$ cat src/rtl/cog_ctr_cap_if.sv
// cog_ctr_cap_if: configuration, pin/phase inputs and capture FIFO read port.
// Revision: 1.0
`default_nettype none

interface cog_ctr_cap_if;
    logic        setcap;
    logic [31:0] data;
    logic [31:0] pin_in;
    logic [32:0] phs;
    logic        rd;
    logic        ovf_clr;
    logic        cap_valid;
    logic [32:0] cap_data;
    logic [4:0]  cap_count;
    logic        overflow;

    modport master (
        output setcap, data, pin_in, phs, rd, ovf_clr,
        input  cap_valid, cap_data, cap_count, overflow
    );

    modport slave (
        input  setcap, data, pin_in, phs, rd, ovf_clr,
        output cap_valid, cap_data, cap_count, overflow
    );
endinterface

`default_nettype wire

$ cat src/rtl/cog_ctr_cap.sv
// cog_ctr_cap: pin edge detector that captures the phase accumulator into a FIFO.
// Revision: 1.0
`default_nettype none

module cog_ctr_cap #(
    parameter int DEPTH = 4
) (
    input  wire logic      clk_cog,
    input  wire logic      reset,
    cog_ctr_cap_if.slave   bus
);
    localparam int c_AW = (DEPTH > 1) ? $clog2(DEPTH) : 1;

    typedef enum logic [1:0] {
        S_OFF = 2'd0,
        S_ARM = 2'd1,
        S_RUN = 2'd2
    } state_t;

    state_t            r_state;
    logic [1:0]        r_hist;
    logic [4:0]        r_cfg_pin;
    logic [1:0]        r_cfg_mode;
    logic [32:0]       r_mem [DEPTH];
    logic [c_AW-1:0]   r_wptr;
    logic [c_AW-1:0]   r_rptr;
    logic [4:0]        r_count;
    logic              r_ovf;

    logic              w_pin;
    logic [1:0]        w_hist_nxt;
    logic              w_rise;
    logic              w_fall;
    logic              w_push;
    logic              w_pop;
    logic              w_full;
    logic              w_flush;
    logic              w_wr;
    logic              w_drop;

    // Detect on the value being sampled so the phase of the transition cycle is captured.
    assign w_pin      = bus.pin_in[r_cfg_pin];
    assign w_hist_nxt = {r_hist[0], w_pin};
    assign w_rise     = (r_state == S_RUN) && (w_hist_nxt == 2'b01) && r_cfg_mode[0];
    assign w_fall     = (r_state == S_RUN) && (w_hist_nxt == 2'b10) && r_cfg_mode[1];
    assign w_push     = w_rise || w_fall;
    assign w_full     = (r_count == 5'(DEPTH));
    assign w_pop      = bus.rd && (r_count != 5'd0);
    assign w_flush    = bus.setcap && bus.data[7];
    assign w_wr       = w_push && (!w_full || w_pop);
    assign w_drop     = w_push && w_full && !w_pop && !w_flush;

    always_ff @(posedge clk_cog) begin
        if (reset) begin
            r_state    <= S_OFF;
            r_hist     <= 2'b00;
            r_cfg_pin  <= 5'd0;
            r_cfg_mode <= 2'b00;
            r_wptr     <= '0;
            r_rptr     <= '0;
            r_count    <= 5'd0;
            r_ovf      <= 1'b0;
            for (int i = 0; i < DEPTH; i++) begin
                r_mem[i] <= '0;
            end
        end else begin
            if (bus.setcap) begin
                r_cfg_pin  <= bus.data[4:0];
                r_cfg_mode <= bus.data[6:5];
                r_state    <= (bus.data[6:5] == 2'b00) ? S_OFF : S_ARM;
            end else if (r_state == S_ARM) begin
                r_state <= S_RUN;
            end

            // Arming preloads both history bits so a stale level never reads as an edge.
            case (r_state)
                S_ARM:   r_hist <= {w_pin, w_pin};
                S_RUN:   r_hist <= w_hist_nxt;
                default: r_hist <= r_hist;
            endcase

            if (w_flush) begin
                r_wptr  <= '0;
                r_rptr  <= '0;
                r_count <= 5'd0;
            end else begin
                if (w_wr) begin
                    r_mem[r_wptr] <= bus.phs;
                    r_wptr        <= r_wptr + c_AW'(1);
                end
                if (w_pop) begin
                    r_rptr <= r_rptr + c_AW'(1);
                end
                r_count <= r_count + 5'(w_wr) - 5'(w_pop);
            end

            if (w_drop) begin
                r_ovf <= 1'b1;
            end else if (bus.ovf_clr) begin
                r_ovf <= 1'b0;
            end
        end
    end

    assign bus.cap_valid = (r_count != 5'd0);
    assign bus.cap_data  = r_mem[r_rptr];
    assign bus.cap_count = r_count;
    assign bus.overflow  = r_ovf;

endmodule

`default_nettype wire

$ cat src/flat_wrapper.sv
// flat-port wrapper written by rule: the top's interface ports become plain ports
module cog_ctr_cap_flat 
#(
    parameter int DEPTH = 4
)
  (clk_cog, reset, bus_setcap, bus_data, bus_pin_in, bus_phs, bus_rd, bus_ovf_clr, bus_cap_valid, bus_cap_data, bus_cap_count, bus_overflow);
  cog_ctr_cap_if bus_i ();
  input  wire logic clk_cog;
  input  wire logic reset;
  input wire logic [$bits(bus_i.setcap)-1:0] bus_setcap;
  input wire logic [$bits(bus_i.data)-1:0] bus_data;
  input wire logic [$bits(bus_i.pin_in)-1:0] bus_pin_in;
  input wire logic [$bits(bus_i.phs)-1:0] bus_phs;
  input wire logic [$bits(bus_i.rd)-1:0] bus_rd;
  input wire logic [$bits(bus_i.ovf_clr)-1:0] bus_ovf_clr;
  output wire logic [$bits(bus_i.cap_valid)-1:0] bus_cap_valid;
  output wire logic [$bits(bus_i.cap_data)-1:0] bus_cap_data;
  output wire logic [$bits(bus_i.cap_count)-1:0] bus_cap_count;
  output wire logic [$bits(bus_i.overflow)-1:0] bus_overflow;
  assign bus_i.setcap = bus_setcap;
  assign bus_i.data = bus_data;
  assign bus_i.pin_in = bus_pin_in;
  assign bus_i.phs = bus_phs;
  assign bus_i.rd = bus_rd;
  assign bus_i.ovf_clr = bus_ovf_clr;
  assign bus_cap_valid = bus_i.cap_valid;
  assign bus_cap_data = bus_i.cap_data;
  assign bus_cap_count = bus_i.cap_count;
  assign bus_overflow = bus_i.overflow;
  cog_ctr_cap #(.DEPTH(DEPTH)) u_core (.clk_cog(clk_cog), .reset(reset), .bus(bus_i));
endmodule
$ cat config.mk
export PLATFORM = sky130hd
export DESIGN_NAME = cog_ctr_cap_flat
export DESIGN_NICKNAME = d
export VERILOG_FILES = /design/src/rtl/cog_ctr_cap_if.sv /design/src/rtl/cog_ctr_cap.sv /design/src/flat_wrapper.sv
export SDC_FILE = /design/constraint.sdc
export NUM_CORES = 1
export LEC_CHECK = 0
export ABC_AREA = 1
export BUFFER_PORTS_ARGS = -buffer_cell sky130_fd_sc_hd__buf_2
export CAP_MARGIN = 20
export CORE_ASPECT_RATIO = 0.9
export CORE_MARGIN = 2
export CORE_UTILIZATION = 30
export DETAILED_ROUTE_END_ITERATION = 16
export GPL_TIMING_DRIVEN = 0
export SLEW_MARGIN = 20
export SYNTH_ARGS = -nofsm -noshare
export SYNTH_HDL_FRONTEND = slang
export SYNTH_SLANG_ARGS = --single-unit
$ cat constraint.sdc
create_clock -name clk_cog -period 8.3 [get_ports clk_cog]
set_clock_uncertainty 0.15 [all_clocks]
set_input_delay 1.66 -clock clk_cog [delete_from_list [all_inputs] [get_ports clk_cog]]
set_output_delay 1.66 -clock clk_cog [all_outputs]
set_load 0.01 [all_outputs]
Yosys cells after proc, flatten, opt, wreduce, memory -nomap -nowiden
Memory sizes are Yosys's and may differ from the RTL's. A register that Yosys moved wholly into a read port is not among the register bits. Cells that the tools add are included.

Reduce and logical (&&, ||, !) cells: 22. Equal/unequal tests: 5. Magnitude comparators: 1. Multiplexer cells: 19. Add/sub/neg operators: 4.

Operators with widths (number): 33-bit two-way mux (1); 33-bit OR reduction (1); 1-bit two-way mux (11); 1-bit logical AND (10); 2-bit two-way mux (5); 5-bit by 6-bit less-than comparator with 1-bit output, second input constant (1); 2-bit nonzero test (3); 5-bit by 1-bit adder with 5-bit output (1); 1-bit binary-select mux with 5-bit select (1); 5-bit by 3-bit equality test with 1-bit output, second input constant (1); 5-bit nonzero test (1); 5-bit by 1-bit subtractor with 5-bit output (1); 2-bit by 1-bit adder with 2-bit output, second input constant (2); 2-bit by 1-bit equality test with 1-bit output, second input constant (2); 2-bit equality test, second input constant (2); 1-bit zero test (3); 2-bit zero test (1); 1-bit logical OR (2); 1-bit one-hot mux with 2 select lines (1); 2-bit OR reduction (1).

Flip-flop bits (word level): 20. Bits of input ports: 102. RAM bits: 132. Word-level logic and storage cells: 60. Memories: 1.

Memories: u_core.r_mem (words 4, bits a word 33, rd ports 1, clocked after memory_dff 1, write ports 4, line cog_ctr_cap.sv:24) `logic [32:0] r_mem [DEPTH];`.

Longest topological paths before layout
Depth in word-level cells: 13. Mapped depth: 20. Depth with buffers taken out: 18.

Worst setup path after synthesis
OpenSTA, ideal clock, no wires.

Path kind: input port to flip-flop. Start: input bus_pin_in[5]. End: memory u_core.r_mem[1][0] (enable). Setup slack: 4.248 ns. Stages on the path: 13. Path buffers: 1. Arrival time: 3.511 ns. Cells stage by stage: nand2_1 nand3_1 nand3_1 nand2_1 nand2_1 nand3_2 nand2_2 nand2_2 nand3_2 nor2_8 nand4_4 buf_6 nand2_1.

RTL lines: start: declaration (line flat_wrapper.sv:12) `input wire logic [$bits(bus_i.pin_in)-1:0] bus_pin_in;`; end: declaration (line cog_ctr_cap.sv:24).

==> flow_metrics.env <==
export IMPL_seqPwrFrac=0.431
export IMPL_cpLargestDelayFamily="buffers and inverters"
export IMPL_power_density_mw_per_mm2=239
export IMPL_peakVddDrop_mv=0.151
export IMPL_crit_path_max_fanout=10
export IMPL_cts_tree="done"
export IMPL_status="finished clean"
export IMPL_synthesis_area_mm2=0.00710
export IMPL_synthFlopType="edfxtp_1"
export IMPL_cp_end_kind="output pin"
export IMPL_viasPerCell=4.69
export IMPL_grt_use_total=0.149
export IMPL_cp_start_kind="register"
export IMPL_power_mw=2.08
export IMPL_io_pins=142
export IMPL_fp_dieArea_mm2=0.0249
export IMPL_crit_type="reg2out"
export IMPL_min_period_ns=4.11
export IMPL_design_core_area_mm2=0.0233
export IMPL_maxSlewHeadroom=0.587
export IMPL_rsz0062_at_grt="no"
export IMPL_start_util=0.305
export IMPL_ctsHtreeMaxLevel=4
export IMPL_postCtsSetupBuffers=0
export IMPL_worstMarginPinSlew_ns=0.619
export IMPL_crit_top_cell="clkbuf_1"
export IMPL_drc_errors=0
export IMPL_antenna_found_initial=2
export IMPL_path_buf_inv=4
export IMPL_syn_num_nets=825
export IMPL_syn_inst=714
export IMPL_yosys_warnings=0
export IMPL_fin_setup_tns_ns=0
export IMPL_clkSinkCount=154
export IMPL_clock_latency_ns=0.42
export IMPL_die_x_um=166
export IMPL_grt_pass1_wl_mm=28.7
export IMPL_setup_viol=0
export IMPL_hold_violations=0
export IMPL_synth_edf_count=132
export IMPL_grt_overflow=0
export IMPL_postCtsHoldBufs=0
export IMPL_root_buffer="clkbuf_16"
export IMPL_critPathArrivalTime_ns=2.30
export IMPL_ys_types=29
export IMPL_grt_pass1_vias=5548
export IMPL_synth_top_area_frac=0.558
export IMPL_ys_async_sr_fraction=0
export IMPL_placed_cells=1137
export IMPL_maxCapViolations=0
export IMPL_ys_seq_elements=154
export IMPL_synth_most_common_cell="nor2_1"
export IMPL_p_switching_mw=0.646
export IMPL_drv_slew=0
export IMPL_wl_mm=18.0
export IMPL_cts_clk_slew_worst_paths_ns=0.07
export IMPL_p_leak_nw=3.60
export IMPL_avgSynthCellArea_um2=9.95
export IMPL_path_cells="inv_1, clkbuf_1, clkbuf_1, nor2_1, o22ai_1, buf_2"
export IMPL_cts_resized=0
export IMPL_die_y_um=150
export IMPL_post_layout_nonfiller_instances=1170
export IMPL_p_int_mw=1.43
export IMPL_comb_power_share=0.222
export IMPL_cp_required_ns=6.49
export IMPL_fin_crit_sh=0.496
export IMPL_nFillCells=2322
export IMPL_cts_buffers=17
export IMPL_seq_area_frac_synth=0.620
export IMPL_vias=5484
export IMPL_hold_path_class="reg2reg"
export IMPL_max_stage_delay_ns=0.47
export IMPL_rows=53
export IMPL_drive_above_1_share=0.238
export IMPL_drtAntennaViolNets=0
export IMPL_cpMaxStageDelayCell="clkbuf_1"
export IMPL_clock_power_share=0.347
export IMPL_first_iter_violations=434
export IMPL_yosys_top_cells_area="edfxtp_1 56%, nor2_1 8.5%, dfxtp_1 6.2%"
export IMPL_synthTopCellsByCount="161 x nor2_1, 132 x edfxtp_1, 74 x o21ai_0, 65 x inv_1, 62 x nand2_1"
export IMPL_yosysTopAreaCell="edfxtp_1"
export IMPL_swShare=0.311
export IMPL_grt_max_degree=28
export IMPL_cts_max_path_buffers=2
export IMPL_drt_wirelength_per_cell_um=15.3
export IMPL_finalNetCount=965
export IMPL_area_growth_synth_to_final_pct=22.7
export IMPL_max_freq_ghz=0.243
export IMPL_post_dp_hpwl_mm=12.3
export IMPL_portBuffers=117
export IMPL_gp_congestion=0.761
export IMPL_first_pass_iters=5
stage by stage:
stage,setup WS (ns),area [µm²],util,hold slack (ns)
6_report,4.19,8720,0.375,0.315
5_1_grt,3.98,8710,0.374,0.332
4_1_cts,4.16,8710,0.374,0.315
3_5_place_dp,4.03,8180,0.351,0.307
3_3_place_gp,3.31,8070,0.347,0.305
2_1_floorplan,4.25,7100,-,0.285
area by class of cell:
| class | count | area, µm² | share of cell area |
|---|---|---|---|
| well taps | 302 | 378 | 0.0433 |
| clock buffers | 18 | 429 | 0.0492 |
| inverters | 68 | 263 | 0.0301 |
| flip-flops and latches | 154 | 4400 | 0.505 |
| multi-input cells | 452 | 2240 | 0.257 |
| repair buffers | 121 | 688 | 0.0789 |
| clock inverters | 13 | 108 | 0.0123 |
| diodes | 2 | 5.00 | 0.000574 |
| plain buffers | 40 | 204 | 0.0234 |
cell families (layout without fill, tap and decap cells):
kind of cell,count (synthesis),count (layout),share of synthesized area
adder cells (fa/ha/maj),9,9,0.0169
other,0,2,0
AND/OR/NAND/NOR,318,318,0.202
XOR/XNOR,1,1,0.00123
AO/OA/AOI/OAI,124,124,0.0936
buffers and inverters,108,260,0.0657
flip-flops,154,154,0.620
layout by cell type (no fill, tap or decap), types with 2 or more instances in the layout:
cell type   instances
a21oi_1            15
buf_16              3
buf_2             124
buf_6               6
clkbuf_1           28
clkbuf_16          17
clkinv_4            3
clkinvlp_4          3
dfxtp_1            22
diode_2             2
edfxtp_1          132
ha_1                8
inv_1              64
inv_2               3
inv_6               5
inv_8               2
nand2_1            59
nand2_2             5
nand3_1            31
nand3_2             4
nand4_1             2
nand4_4             2
nor2_1            161
nor2_2             21
nor3_1             25
nor3_2              3
o21ai_0            74
o22ai_1            34
or2_2               2
power groups by stage:
stage	registers (mW)	clock network, mW	logic (mW)
floorplan	0.914	0	0.286
global placement	0.915	0	0.457
detailed placement	0.914	0	0.467
CTS	0.898	0.728	0.470
global route	0.902	0.759	0.532
finish	0.897	0.722	0.461
per-layer routing:
metal | global-route usage | routed length (µm) | vias to the layer above
li1 | - | - | 2729
met5 | 0 | 13 | -
met1 | 0.189 | 7970 | 2568
met2 | 0.250 | 8630 | 159
met4 | 0.0457 | 312 | 2
met3 | 0.0386 | 1020 | 26
registers in the layout, summed over array words and instances (netlist names), named ones only:
name and count:
u_core.r_hist 1, u_core.bus.cap_count 5, u_core.r_wptr 2, u_core.r_cfg_pin 5
u_core.r_rptr 2, u_core.r_mem 132, u_core.r_state 2, u_core.bus.overflow 1
u_core.r_cfg_mode 2
final timing paths:
check                      start                  end  slack [ns]  cells past startpoint
min reg2reg  u_core.bus.overflow  u_core.bus.overflow        0.32                      2
max reg2reg  u_core.r_cfg_pin[0]   u_core.r_mem[0][1]        5.23                     17
min          u_core.bus.overflow  u_core.bus.overflow        0.32                      2
max                     register     bus_cap_data[22]        4.19                      6
worst register-to-register path: cells and delay by family (launching register included):
family        cells  cell delay (ns)
buf+inv           5             0.85
flops             1             0.30
simple gates     12             1.46
Power figures use the tool's default switching activity.
